<file path="src/rtl/btn_stim_pkg.sv">
// Shared definitions for the emulated button stimulus generator: FSM states,
// LFSR feedback taps, default seed and the hold-counter load helper.
package btn_stim_pkg;

  typedef enum logic [2:0] {
    S_IDLE           = 3'd0,
    S_PRESS_BOUNCE   = 3'd1,
    S_HOLD           = 3'd2,
    S_RELEASE_BOUNCE = 3'd3,
    S_DONE           = 3'd4
  } state_e;

  // x^16+x^14+x^13+x^11 on a right-shifting register: feedback from bits 0,2,3,5.
  localparam logic [15:0] LFSR_TAPS         = 16'h002D;
  localparam logic [15:0] LFSR_SEED_DEFAULT = 16'hACE1;

  // Down-counter load for a hold of max(len,1) cycles (terminal count at 0).
  function automatic logic [15:0] hold_load(input logic [15:0] len);
    return (len == 16'd0) ? 16'd0 : len - 16'd1;
  endfunction

endpackage

</file>
<file path="src/rtl/btn_bounce_gen_lfsr16.sv">
// 16-bit Fibonacci LFSR; advances one step per enabled cycle, loads SEED on reset.
module lfsr16
  import btn_stim_pkg::*;
#(
  parameter logic [15:0] SEED = LFSR_SEED_DEFAULT
) (
  input  logic        clk,
  input  logic        rst,
  input  logic        en_i,
  output logic [15:0] state_o
);

  logic [15:0] lfsr_q;

  always_ff @(posedge clk or posedge rst) begin
    if (rst) begin
      lfsr_q <= SEED;
    end else if (en_i) begin
      lfsr_q <= {^(lfsr_q & LFSR_TAPS), lfsr_q[15:1]};
    end
  end

  assign state_o = lfsr_q;

endmodule

</file>
<file path="src/rtl/btn_bounce_gen.sv">
// Emulates one mechanical button press/release per accepted start: optional
// pseudo-random bounce phases around a clean high hold, ending in a done pulse.
//
// Handshake: start is a request sampled only while idle (busy=0); it is consumed
// on the edge where busy rises. There is no backpressure and no queuing: any
// start seen while busy is dropped, and done pulses for exactly one cycle.
module btn_bounce_gen
  import btn_stim_pkg::*;
#(
  parameter int unsigned BOUNCE_CYC = 200,
  parameter logic [15:0] LFSR_SEED  = LFSR_SEED_DEFAULT
) (
  input  logic        clk,
  input  logic        rst,
  input  logic        start,
  input  logic [15:0] hold_len,
  input  logic        bounce_en,
  output logic        btn,
  output logic        busy,
  output logic        done,
  output state_e      dbg_state,
  output logic [15:0] dbg_lfsr
);

  localparam logic [15:0] BOUNCE_LOAD = 16'(BOUNCE_CYC - 1);

  state_e      state_q, state_d;
  logic [15:0] cnt_q, cnt_d;
  logic [15:0] hold_q, hold_d;
  logic        bnc_q, bnc_d;
  logic        btn_q, btn_d;
  logic        busy_q, busy_d;
  logic        done_q, done_d;
  logic        lfsr_en;
  logic [15:0] lfsr_q;

  lfsr16 #(.SEED(LFSR_SEED)) u_lfsr (
    .clk     (clk),
    .rst     (rst),
    .en_i    (lfsr_en),
    .state_o (lfsr_q)
  );

  always_ff @(posedge clk or posedge rst) begin
    if (rst) begin
      state_q <= S_IDLE;
      cnt_q   <= 16'd0;
      hold_q  <= 16'd0;
      bnc_q   <= 1'b0;
      btn_q   <= 1'b0;
      busy_q  <= 1'b0;
      done_q  <= 1'b0;
    end else begin
      state_q <= state_d;
      cnt_q   <= cnt_d;
      hold_q  <= hold_d;
      bnc_q   <= bnc_d;
      btn_q   <= btn_d;
      busy_q  <= busy_d;
      done_q  <= done_d;
    end
  end

  always_comb begin
    state_d = state_q;
    cnt_d   = cnt_q;
    hold_d  = hold_q;
    bnc_d   = bnc_q;
    unique case (state_q)
      S_IDLE: begin
        if (start) begin
          hold_d = hold_len;
          bnc_d  = bounce_en;
          if (bounce_en) begin
            state_d = S_PRESS_BOUNCE;
            cnt_d   = BOUNCE_LOAD;
          end else begin
            state_d = S_HOLD;
            cnt_d   = hold_load(hold_len);
          end
        end
      end
      S_PRESS_BOUNCE: begin
        if (cnt_q == 16'd0) begin
          state_d = S_HOLD;
          cnt_d   = hold_load(hold_q);
        end else begin
          cnt_d = cnt_q - 16'd1;
        end
      end
      S_HOLD: begin
        if (cnt_q == 16'd0) begin
          state_d = bnc_q ? S_RELEASE_BOUNCE : S_DONE;
          cnt_d   = bnc_q ? BOUNCE_LOAD : 16'd0;
        end else begin
          cnt_d = cnt_q - 16'd1;
        end
      end
      S_RELEASE_BOUNCE: begin
        if (cnt_q == 16'd0) begin
          state_d = S_DONE;
        end else begin
          cnt_d = cnt_q - 16'd1;
        end
      end
      S_DONE: begin
        state_d = S_IDLE;
        cnt_d   = 16'd0;
      end
      default: begin
        state_d = S_IDLE;
        cnt_d   = 16'd0;
      end
    endcase
  end

  // Outputs are registered from the next state, so each bounce cycle shows the
  // LFSR bit present before that cycle's shift.
  always_comb begin
    lfsr_en = (state_d == S_PRESS_BOUNCE) || (state_d == S_RELEASE_BOUNCE);
    busy_d  = (state_d != S_IDLE);
    done_d  = (state_d == S_DONE);
    btn_d   = 1'b0;
    if (lfsr_en) begin
      btn_d = lfsr_q[0];
    end else if (state_d == S_HOLD) begin
      btn_d = 1'b1;
    end
  end

  assign btn       = btn_q;
  assign busy      = busy_q;
  assign done      = done_q;
  assign dbg_state = state_q;
  assign dbg_lfsr  = lfsr_q;

endmodule

</file>
<file path="config.mk">
export PLATFORM = sky130hd
export DESIGN_NAME = btn_bounce_gen
export DESIGN_NICKNAME = d
export VERILOG_FILES = /design/src/rtl/btn_stim_pkg.sv /design/src/rtl/btn_bounce_gen_lfsr16.sv /design/src/rtl/btn_bounce_gen.sv
export SDC_FILE = /design/constraint.sdc
export NUM_CORES = 1
export LEC_CHECK = 0
export ABC_AREA = 1
export CAP_MARGIN = 25
export CORE_UTILIZATION = 50
export CTS_BUF_LIST = sky130_fd_sc_hd__clkbuf_4 sky130_fd_sc_hd__clkbuf_8
export DETAILED_ROUTE_END_ITERATION = 10
export PLACE_DENSITY = 0.73
export SETUP_SLACK_MARGIN = 0.3
export SLEW_MARGIN = 20
export SYNTH_ARGS = -nofsm -noshare
export SYNTH_HDL_FRONTEND = slang
export SYNTH_HIERARCHICAL = 1
export SYNTH_SLANG_ARGS = --single-unit
</file>
<file path="constraint.sdc">
create_clock -name clk -period 3.15 [get_ports clk]
set_clock_uncertainty 0.2 [all_clocks]
set_input_delay 0.945 -clock clk [delete_from_list [all_inputs] [get_ports clk]]
set_output_delay 0.945 -clock clk [all_outputs]
set_load 0.03 [all_outputs]
</file>
# Word-level counts from Yosys, hierarchy flattened
# Index checks and enable logic that the tools add are counted.
[totals]
input_bits = 20
elab_cells = 47
regBits = 55
[op_classes]
reduce_logical = 9
eq_ne = 9
add_sub_neg = 3
mux = 18
[op_table]
columns = ["op", "count"]
rows = [
  ["$mux W16", 7],
  ["$pmux W16 S4", 1],
  ["$logic_not A16 Y1", 3],
  ["$sub A16 B1 Y16 const B", 3],
  ["$reduce_xor A16 Y1", 1],
  ["$mux W3", 5],
  ["$eq A3 B2 Y1 const B", 4],
  ["$pmux W3 S4", 1],
  ["$mux W8", 1],
  ["$eq A3 B1 Y1 const B", 2],
  ["$ne A2 B2 Y1 const B", 2],
  ["$reduce_and A2 Y1", 2],
  ["$eq A3 B3 Y1 const B", 1],
  ["$logic_not A3 Y1", 1],
  ["$reduce_bool A3 Y1", 1],
  ["$mux W1", 2],
  ["$mux W2", 1],
  ["$logic_or A1 B1 Y1", 1],
]

# Longest topological paths before layout
# Gate-level depths: netlist of the first run.
[logic_depth]
depth_word = 6
ltp_mapped = 15

# Hierarchy
# The synthesis of the first run kept the hierarchy.
[by_module_without_submodules]
columns = ["mod", "area_each_um2", "n_inst", "seq_area_each_um2", "cells_per_inst"]
rows = [
  ["btn_bounce_gen", 3415.8, 1, 975.9, 582],
  ["lfsr16", 701.9, 1, 410.4, 75],
]

# Worst setup path before layout of the first run
# OpenSTA, ideal clock, no wires.
[synth_path]
path_type = "input -> register"
from = "input port hold_len[0]"
to = "register cnt_q[10]"
stages = 11
arrival_ns = 2.000
setup_time_ns = 0.066
slack_ns = 0.884
path_cell_list = "inv_1 ha_1 nand2_1 nor2_2 nand2_1 or2_0 nand2_1 nand2_1 nand3_1 nand2_1 nand2_1"
[synth_via]
elab_chain_len = 5
word_cells_on_any_way = 6
cone_classes = "1 x add/sub; 4 x mux; 1 x reduce/logical"
[synth_lines]
columns = ["element", "line", "source"]
rows = [
  ["start: declaration", "btn_bounce_gen.sv:16", "input logic [15:0] hold_len,"],
  ["$sub A16 B1 Y16 / $logic_not A16 Y1 (equally long branches)", "btn_stim_pkg.sv:19", "return (len == 16'd0) ? 16'd0 : len - 16'd1;"],
  ["$mux W16 (*)", "btn_stim_pkg.sv:19", ""],
  ["$mux W16 (*)", "btn_bounce_gen.sv:74", "if (bounce_en) begin"],
  ["$mux W16 (*)", "btn_bounce_gen.sv:71", "if (start) begin"],
  ["$pmux W16 S4 (*)", "btn_bounce_gen.sv:69", "unique case (state_q)"],
  ["end signal: assignment", "btn_bounce_gen.sv:55", "cnt_q <= cnt_d;"],
  ["end: declaration", "btn_bounce_gen.sv:28", "logic [15:0] cnt_q, cnt_d;"],
]
# Mark *: on every way between the ends. The rest lies on a longest branch, timed or not. The select of a mux whose other input is x is not followed.
# A chain may end at the register's enable or synchronous reset.

# Final worst setup path of the first run
[layout_path]
from = "register u_lfsr.lfsr_q[0] (netlist: u_lfsr/state_o[0])"
to = "output port dbg_lfsr[0]"
[layout_lines]
columns = ["element", "line", "source"]
rows = [
  ["start: declaration", "btn_bounce_gen_lfsr16.sv:13", "logic [15:0] lfsr_q;"],
  ["start signal: assignment", "btn_bounce_gen_lfsr16.sv:19", "lfsr_q <= {^(lfsr_q & LFSR_TAPS), lfsr_q[15:1]};"],
  ["end: declaration", "btn_bounce_gen.sv:22", "output logic [15:0] dbg_lfsr"],
]
# No word-level cell between the ends.

==> results.yml, run 1 <==
finish:
  regArea_um2: 1390
  fillers: 770
  area_growth_pct: 15.4
  stdcell_area_um2: 4750
  drive_above_1_share_pct: 8.20
  antenna_cells: 0
  multi_input_area_um2: 2370
  finalNetCount: 732
floorplanning:
  row_count: 32
  design.core.area_um2: 7850
  chipHeight_um: 92.8
  die-area_um2: 8600
  start_util_pct: 52.5
  dieWidth_um: 92.8
  pin_count: 42
global_route:
  antenna_found_initial: 0
  grt_pass1_wl_mm: 18.8
  grt_max_degree: 40
  overflow: 0
  grt_usage_pct: 27.9
  grt_pass1_vias: 3872
clock_network:
  clk_latency_ps: 320
  cts_max_level: 2
  clock_sinks: 55
  cts_setup_buffers: 0
  path_clk_slew_ps: 110
  cts_buffers: 5
  cts_tree: "yes"
  clock_path_buffers: 2
  post_cts_resized: 0
  cts-root-buf: "clkbuf_8"
  postCtsHoldBufs: 0
pwr:
  p_comb_share_pct: 58.4
  p_per_area_nw_per_um2: 931
  total_power_mw: 4.42
  seqPwrFrac_pct: 31.7
  p_clk_share_pct: 10.0
  switchingPower_mw: 2.30
  p_int_mw: 2.13
  irDropWorstVdd_v: 0.000521
  p_leak_nw: 2.40
  p_sw_share_pct: 51.9
detailed_routing:
  ant_nets: 0
  drt_iter0_drc: 333
  via_per_inst: 5.16
  drc: 0
  num_vias: 4178
  wl_mm: 11.2
  wl_per_cell_um: 13.9
  drt-pass1-iter-count: 6
sta:
  hold_viol: 0
  fmax_mhz: 364
  fin_crit_ps: 2740
  worst_pin_slew_ps: 576
  period_share_pct: 87.1
  slew_headroom_pct: 61.5
  rsz0062_at_grt: "no"
  finalWorstSetupSlack_ps: 405
  setup_viol_count_final: 0
  setup_tns_ps: 0
  slew_violations: 0
  holdWs_ps: 289
place:
  numPortBuffers: 41
  dp_hpwl_mm: 8.91
  place_ws_ps: 174
  dpl-instance-area_um2: 4650
  place_congestion: 0.960
yosys:
  seq_area_frac_synth_pct: 33.7
  muxShareOfSynthArea_pct: 0.273
  ys_warn_count: 6
  synth-xor-area-share_pct: 3.83
  ys_types: 35
  synth_area_per_cell_um2: 6.27
  synthAdderAreaFrac_pct: 1.82
  synth_area_um2: 4120
  synth-compound-area-share_pct: 7.35
  syn_nets: 683
  synth_top_family_by_area: "simple AND/OR/NAND/NOR gates"
  synth-simple-area-share_pct: 44.2
  post_synth_inst_count: 657
  ys_ff_latch: 55
setup_path:
  reg2reg_setup_slack_ps: 840
  critical_path.max_fanout: 5
  cp.required_ps: 2000
  start_kind: "flop"
  critPathMaxStageDelay_ps: 680
  crit_type: "flop to output pin"
  path_cells: "clkdlybuf4s50_1"
  cp.arrival_ps: 1600
  path_buf_inv: 1
  slowest_stage: "clkdlybuf4s50_1"
  critPathTopFamily: "buffers and inverters"
  critPathCaptureType: "output pin"
flow_run:
  drv_cap: 0
outcome:
  status: "completed"
worst_hold_path:
  hold_class: "flop to flop"
==> kinds of logic after synthesis <==
kind of cell               after synthesis
DFF                                     55
buffers and inverters                   83
and+or+nand+nor                        442
xor gates and xnor gates                18
AOI/OAI and AO/OA                       52
adders and majority gates                6
muxes                                    1
==> power by group through the flow <==
stage / clock network (mW) / logic, mW / registers [mW]
after floorplan: 0 / 1.70 / 1.53
after global placement: 0 / 2.51 / 1.40
after detailed placement: 0 / 2.55 / 1.40
after CTS: 0.451 / 2.57 / 1.39
after global routing: 0.473 / 2.92 / 1.44
final: 0.440 / 2.58 / 1.40
==> registers in the layout, indices dropped and copies added, names as in the netlist <==
name            cells
btn                 1
busy                1
done                1
hold_q             16
dbg_state           3
cnt_q              16
bnc_q               1
u_lfsr/state_o     16
==> synthesized netlist by cell type <==
cell,count,area [um2]
a211oi_1,2,15.0
a21oi_1,2,10.0
a31oi_1,2,12.5
buf_12,1,20.0
buf_2,1,5.00
buf_6,4,45.0
clkbuf_1,2,7.51
clkinv_1,2,7.51
dfrtp_1,47,1180
dfstp_2,8,210
ha_1,6,75.1
inv_1,67,251
inv_2,5,18.8
inv_6,1,8.76
mux2_2,1,11.3
nand2_1,270,1010
nand2_2,4,25.0
nand2_4,1,11.3
nand3_1,51,255
nand3_2,1,10.0
nand3b_1,2,15.0
nand4_1,2,12.5
nor2_1,93,349
nor2_2,9,56.3
nor2_4,4,45.0
nor3_1,3,15.0
o21ai_0,34,170
o21ai_1,5,25.0
o21ai_2,4,35.0
o21bai_1,2,15.0
o22ai_4,1,20.0
or2_0,1,6.26
or2_2,1,6.26
xnor2_1,7,61.3
xor2_1,11,96.3
==> stage by stage <==
stage          utilization (%)  instances
2_1_floorplan                -        657
3_3_place_gp              59.2        801
3_5_place_dp              59.2        801
4_1_cts                   60.5        809
5_1_grt                   60.5        809
6_report                  60.5        809
==> final timing paths <==
path | from | end | cells after the start
hold / removal | u_lfsr/state_o[6]$_DFFE_PP1P_ | u_lfsr/state_o[6]$_DFFE_PP1P_ | 2
setup / recovery | u_lfsr/state_o[0]$_DFFE_PP1P_ | dbg_lfsr[0] | 1
hold reg to reg | u_lfsr/state_o[6]$_DFFE_PP1P_ | u_lfsr/state_o[6]$_DFFE_PP1P_ | 2
max in group asynchronous | rst | hold_q[13]$_DFFE_PP0P_ | 3
setup reg to reg | cnt_q[0]$_DFFE_PP0P_ | cnt_q[15]$_DFFE_PP0P_ | 13
min in group asynchronous | rst | u_lfsr/state_o[1]$_DFFE_PP0P_ | 2
==> placed cells by master (no fill, tap or decap) <==
master / Yosys / layout
or2_2: 1 / 1
nand2_4: 1 / 1
a211oi_1: 2 / 2
clkinv_1: 2 / 2
nor2_2: 9 / 10
nand3_1: 51 / 51
xnor2_1: 7 / 7
mux2_2: 1 / 1
o21ai_1: 5 / 5
nand3_2: 1 / 1
dfstp_2: 8 / 8
nand2_2: 4 / 4
o21ai_0: 34 / 34
buf_4: 0 / 9
o22ai_4: 1 / 1
clkbuf_8: 0 / 5
dfrtp_1: 47 / 47
clkdlybuf4s50_1: 0 / 41
inv_1: 67 / 67
ha_1: 6 / 6
nor3_1: 3 / 3
nand3b_1: 2 / 2
or2_0: 1 / 1
xor2_1: 11 / 11
a31oi_1: 2 / 2
inv_2: 5 / 5
clkinv_8: 0 / 1
o21ai_2: 4 / 4
a21oi_1: 2 / 2
nor2_1: 93 / 92
nand4_1: 2 / 2
nor2_4: 4 / 4
o21bai_1: 2 / 2
nand2_1: 270 / 270
inv_6: 1 / 3
==> cell type report <==
cell class / count / area share, %
Sequential cell: 55 / 29.2
Clock buffer: 5 / 1.45
Inverter: 75 / 6.03
Timing Repair Buffer: 50 / 10.1
Multi-Input combinational cell: 519 / 49.9
Clock inverter: 3 / 0.711
Tap cell: 102 / 2.69
==> layer usage <==
layer | GRT usage (%) | part of all wire [%]
met5 | 0 | 0
met4 | 6.92 | 1.8
met3 | 4.02 | 6.4
met2 | 42.8 | 44
met1 | 41.1 | 48
Note: power is estimated with default switching activity, not from simulation.
==> run 2: changes to the inputs <==
Settings changed: HOLD_SLACK_MARGIN from default to 0.06.
Clock period 3.15 ns to 3.5 ns, I/O delays scaled along.
==> results.yml, run 2 (synthesis gave the netlist of run 1 again) <==
setup_path:
  path_cells: "clkdlybuf4s50_1"
  slowest_stage: "clkdlybuf4s50_1"
  rr_endpoint: "u_lfsr/state_o[12]$_DFFE_PP0P_"
  ff2ff_path_depth: 13
  cp.required_ps: 2250
  timing.rr.start: "cnt_q[0]$_DFFE_PP0P_"
  critPathTopFamily: "buffers and inverters"
  worstSetupPathDepth: 1
  crit_end: "dbg_lfsr[0]"
  reg2reg_setup_slack_ps: 990
  start_kind: "flop"
  critPathCaptureType: "output pin"
  critical_path.max_fanout: 5
  path_buf_inv: 1
  critPathMaxStageDelay_ps: 680
  cp.arrival_ps: 1580
  crit_start: "u_lfsr/state_o[0]$_DFFE_PP1P_"
  crit_type: "flop to output pin"
detailed_routing:
  ant_nets: 0
  wl_per_cell_um: 14.0
  wl_mm: 11.3
  drt-pass1-iter-count: 5
  drc: 0
  num_vias: 4162
  drt_iter0_drc: 300
  via_per_inst: 5.18
pwr:
  p_per_area_nw_per_um2: 839
  irDropWorstVdd_v: 0.000447
  p_leak_nw: 2.37
floorplanning:
  start_util_pct: 52.5
  pin_count: 42
  die-area_um2: 8600
  design.core.area_um2: 7850
  dieWidth_um: 92.8
  row_count: 32
  chipHeight_um: 92.8
clock_network:
  post_cts_resized: 0
  cts_setup_buffers: 0
  cts-root-buf: "clkbuf_8"
  cts_tree: "yes"
  clock_sinks: 55
  clock_path_buffers: 2
  path_clk_slew_ps: 110
  cts_buffers: 5
  cts_max_level: 2
  postCtsHoldBufs: 0
  clk_latency_ps: 320
place:
  dpl.cell_count: 795
  numPortBuffers: 41
  place_congestion: 0.988
  dp_hpwl_mm: 8.88
  dpl-instance-area_um2: 4600
global_route:
  grt_pass1_vias: 3846
  grt_max_degree: 40
  grt_pass1_wl_mm: 18.9
  grt_usage_pct: 28.3
  antenna_found_initial: 0
  overflow: 0
worst_hold_path:
  hold_class: "flop to flop"
finish:
  fin_util_pct: 59.9
  drive_above_1_share_pct: 7.42
  final_cell_mix: "270 x nand2_1, 92 x nor2_1, 67 x inv_1, 51 x nand3_1, 47 x dfrtp_1"
  stdcell_area_um2: 4700
  finalNonFillerCells: 803
  layout.cells.most_common: "nand2_1"
  area_growth_pct: 14.1
  antenna_cells: 0
  finalNetCount: 726
sta:
  holdWs_ps: 284
  fmax_mhz: 353
  fin_crit_ps: 2830
  slew_violations: 0
  setup_viol_count_final: 0
  slew_headroom_pct: 60.7
  worst_pin_slew_ps: 589
  hold_viol: 0
  setup_tns_ps: 0
  rsz0062_at_grt: "no"
  period_share_pct: 80.9
flow_run:
  drv_cap: 0
outcome:
  status: "completed"
-- run 2: cell types whose count changed in the layout (fill, tap and decap cells not counted), sizes merged --
cell and change:
buf -6, clkinvlp +1, inv -1
-- run 2: per-stage QoR --
step	setup WS (ps)	total power, mW
2_1_floorplan	1130	2.91
3_3_place_gp	429	3.50
3_5_place_dp	419	3.53
4_1_cts	650	3.93
5_1_grt	478	4.33
6_report	668	3.94
-- run 2: power breakdown --
part           leakage [nW]  switching [mW]  internal, mW
Sequential            0.673           0.311         0.945
Clock                0.0463           0.239         0.148
Combinational          1.65            1.50         0.802
Total                  2.37            2.05          1.89
-- run 2: cell type report --
class                           count  area (um2)
Clock inverter                      3        27.5
Timing Repair Buffer               44         433
Fill cell                         791        3150
Sequential cell                    55        1390
Tap cell                          102         128
Clock buffer                        5        68.8
Inverter                           75         287
Multi-Input combinational cell    519        2370
-- run 2: how the worst min path moves through the flow --
stage	start	to	cells past startpoint
global placement	u_lfsr/state_o[11]$_DFFE_PP1P_	u_lfsr/state_o[10]$_DFFE_PP1P_	2
finish	u_lfsr/state_o[15]$_DFFE_PP1P_	u_lfsr/state_o[15]$_DFFE_PP1P_	2
floorplan	cnt_q[1]$_DFFE_PP0P_	cnt_q[1]$_DFFE_PP0P_	2
CTS	u_lfsr/state_o[15]$_DFFE_PP1P_	u_lfsr/state_o[15]$_DFFE_PP1P_	2
detailed placement	u_lfsr/state_o[15]$_DFFE_PP1P_	u_lfsr/state_o[15]$_DFFE_PP1P_	2
global route	u_lfsr/state_o[15]$_DFFE_PP1P_	u_lfsr/state_o[15]$_DFFE_PP1P_	2
-- run 2: metal layers --
layer	part of all wire [%]	routed length (um)	GRT usage (%)
met1	47	5290	41.9
met2	44	4990	42.8
met3	6.0	676	3.28
met4	2.8	318	9.36
met5	0	0	0
==> run 3: changes to the inputs <==
Settings changed: PLACE_DENSITY 0.73 to 0.75.
Clock period 3.5 ns to 2.56 ns, I/O delays scaled along.
==> results.yml, run 3 (synthesis gave the netlist of run 1 again) <==
clock_network:
  clk_latency_ps: 320
  cts_max_level: 2
  postCtsHoldBufs: 0
  clock_path_buffers: 2
  cts_tree: "yes"
  cts-root-buf: "clkbuf_8"
  cts_buffers: 5
  path_clk_slew_ps: 110
  clock_sinks: 55
sta:
  hold_viol: 0
  setup_viol_count_final: 0
  fin_crit_ps: 2260
  period_share_pct: 88.4
  slew_headroom_pct: 60.0
  rsz0062_at_grt: "yes"
  fmax_mhz: 442
  finalWorstSetupSlack_ps: 297
  slew_violations: 0
  worst_pin_slew_ps: 599
  setup_tns_ps: 0
detailed_routing:
  ant_nets: 0
  drt_iter0_drc: 307
  drt-pass1-iter-count: 5
  wl_per_cell_um: 14.0
  num_vias: 4368
  drc: 0
  via_per_inst: 5.14
  wl_mm: 11.9
place:
  dp_hpwl_mm: 9.34
  numPortBuffers: 41
  place_congestion: 0.960
  place_ws_ps: -170
  dpl.cell_count: 835
setup_path:
  critPathTopFamily: "flip-flops"
  reg2reg_setup_slack_ps: 430
  path_cells: "dlygate4sd2_1"
  cp.required_ps: 1590
  critPathCaptureType: "output pin"
  slowest_stage: "dfrtp_1"
  path_buf_inv: 1
  start_kind: "flop"
  crit_type: "flop to output pin"
  cp.arrival_ps: 1290
  critPathMaxStageDelay_ps: 530
  critical_path.max_fanout: 6
finish:
  area_growth_pct: 27.0
  antenna_cells: 0
  fillers: 731
  final_cell_mix: "262 x nand2_1, 71 x nor2_1, 62 x inv_1, 50 x nand3_1, 48 x buf_4"
  drive_above_1_share_pct: 18.7
  layout.cells.most_common: "nand2_1"
  finalNetCount: 772
  finalNonFillerCells: 849
worst_hold_path:
  hold_class: "flop to flop"
floorplanning:
  row_count: 32
  die-area_um2: 8600
  chipHeight_um: 92.8
  start_util_pct: 52.5
  design.core.area_um2: 7850
  dieWidth_um: 92.8
  pin_count: 42
outcome:
  status: "completed"
flow_run:
  drv_cap: 0
global_route:
  antenna_found_initial: 0
  grt_pass1_wl_mm: 19.6
  grt_max_degree: 40
  grt_usage_pct: 28.9
  overflow: 0
  grt_pass1_vias: 4050
pwr:
  irDropWorstVdd_v: 0.000601
  p_per_area_nw_per_um2: 1060
  p_leak_nw: 2.77
## run 3: changes by cell type in the layout (fill, tap and decap cells not counted), moves of 6 or more
cell and delta:
buf_4 +45, clkdlybuf4s15_1 +6, clkdlybuf4s50_1 -34, dlygate4sd2_1 +14, dlymetal6s2s_1 +12, nand2_1 -8
nand2_2 +7, nor2_1 -21, nor2_2 +15, nor2_4 +6
## run 3: timing repair
action	4_1_cts	5_1_grt
pin swaps	5	21
setup buffers	2	4
gates resized for setup	38	62
endpoints found under the setup margin	35	41
## run 3: power by group
part / internal [mW] / switching (mW)
logic: 1.15 / 2.16
registers: 1.29 / 0.432
clock network: 0.207 / 0.318
## run 3: per-layer routing
layer	vias to the layer above	track usage (%)	share of wire, %
li1	2202	-	-
met1	2039	41.3	47
met2	116	47.1	47
met3	11	2.96	4.4
met4	0	7.18	1.1
met5	-	0	0
## run 3: path summary, 6_finish.rpt
check	startpoint	endpoint	cells past startpoint
max	dbg_state[0]$_DFF_PP0_	dbg_state[0]	1
min	u_lfsr/state_o[15]$_DFFE_PP1P_	u_lfsr/state_o[15]$_DFFE_PP1P_	2
max reg2reg	cnt_q[0]$_DFFE_PP0P_	u_lfsr/state_o[8]$_DFFE_PP0P_	13
min reg2reg	u_lfsr/state_o[15]$_DFFE_PP1P_	u_lfsr/state_o[15]$_DFFE_PP1P_	2
max in group asynchronous	rst	cnt_q[0]$_DFFE_PP0P_	3
min in group asynchronous	rst	u_lfsr/state_o[8]$_DFFE_PP0P_	2
## run 3: metrics by stage
stage               util, %  hold slack (ps)  total power [mW]  cell area [um2]
floorplan                 -              271              3.98             4120
global placement       62.6              261              4.88             4920
detailed placement     62.6              266              4.96             4920
CTS                    64.4              285              5.43             5050
global route           66.6              311              6.03             5230
finish                 66.6              290              5.56             5230
## run 3: cell type report
class | count | area (um2) | area share (%)
clock inverters | 3 | 28.8 | 0.550
well taps | 102 | 128 | 2.44
repair buffers | 90 | 793 | 15.2
flip-flops and latches | 55 | 1390 | 26.5
inverters | 75 | 292 | 5.58
clock buffers | 5 | 68.8 | 1.32
multi-input cells | 519 | 2530 | 48.4
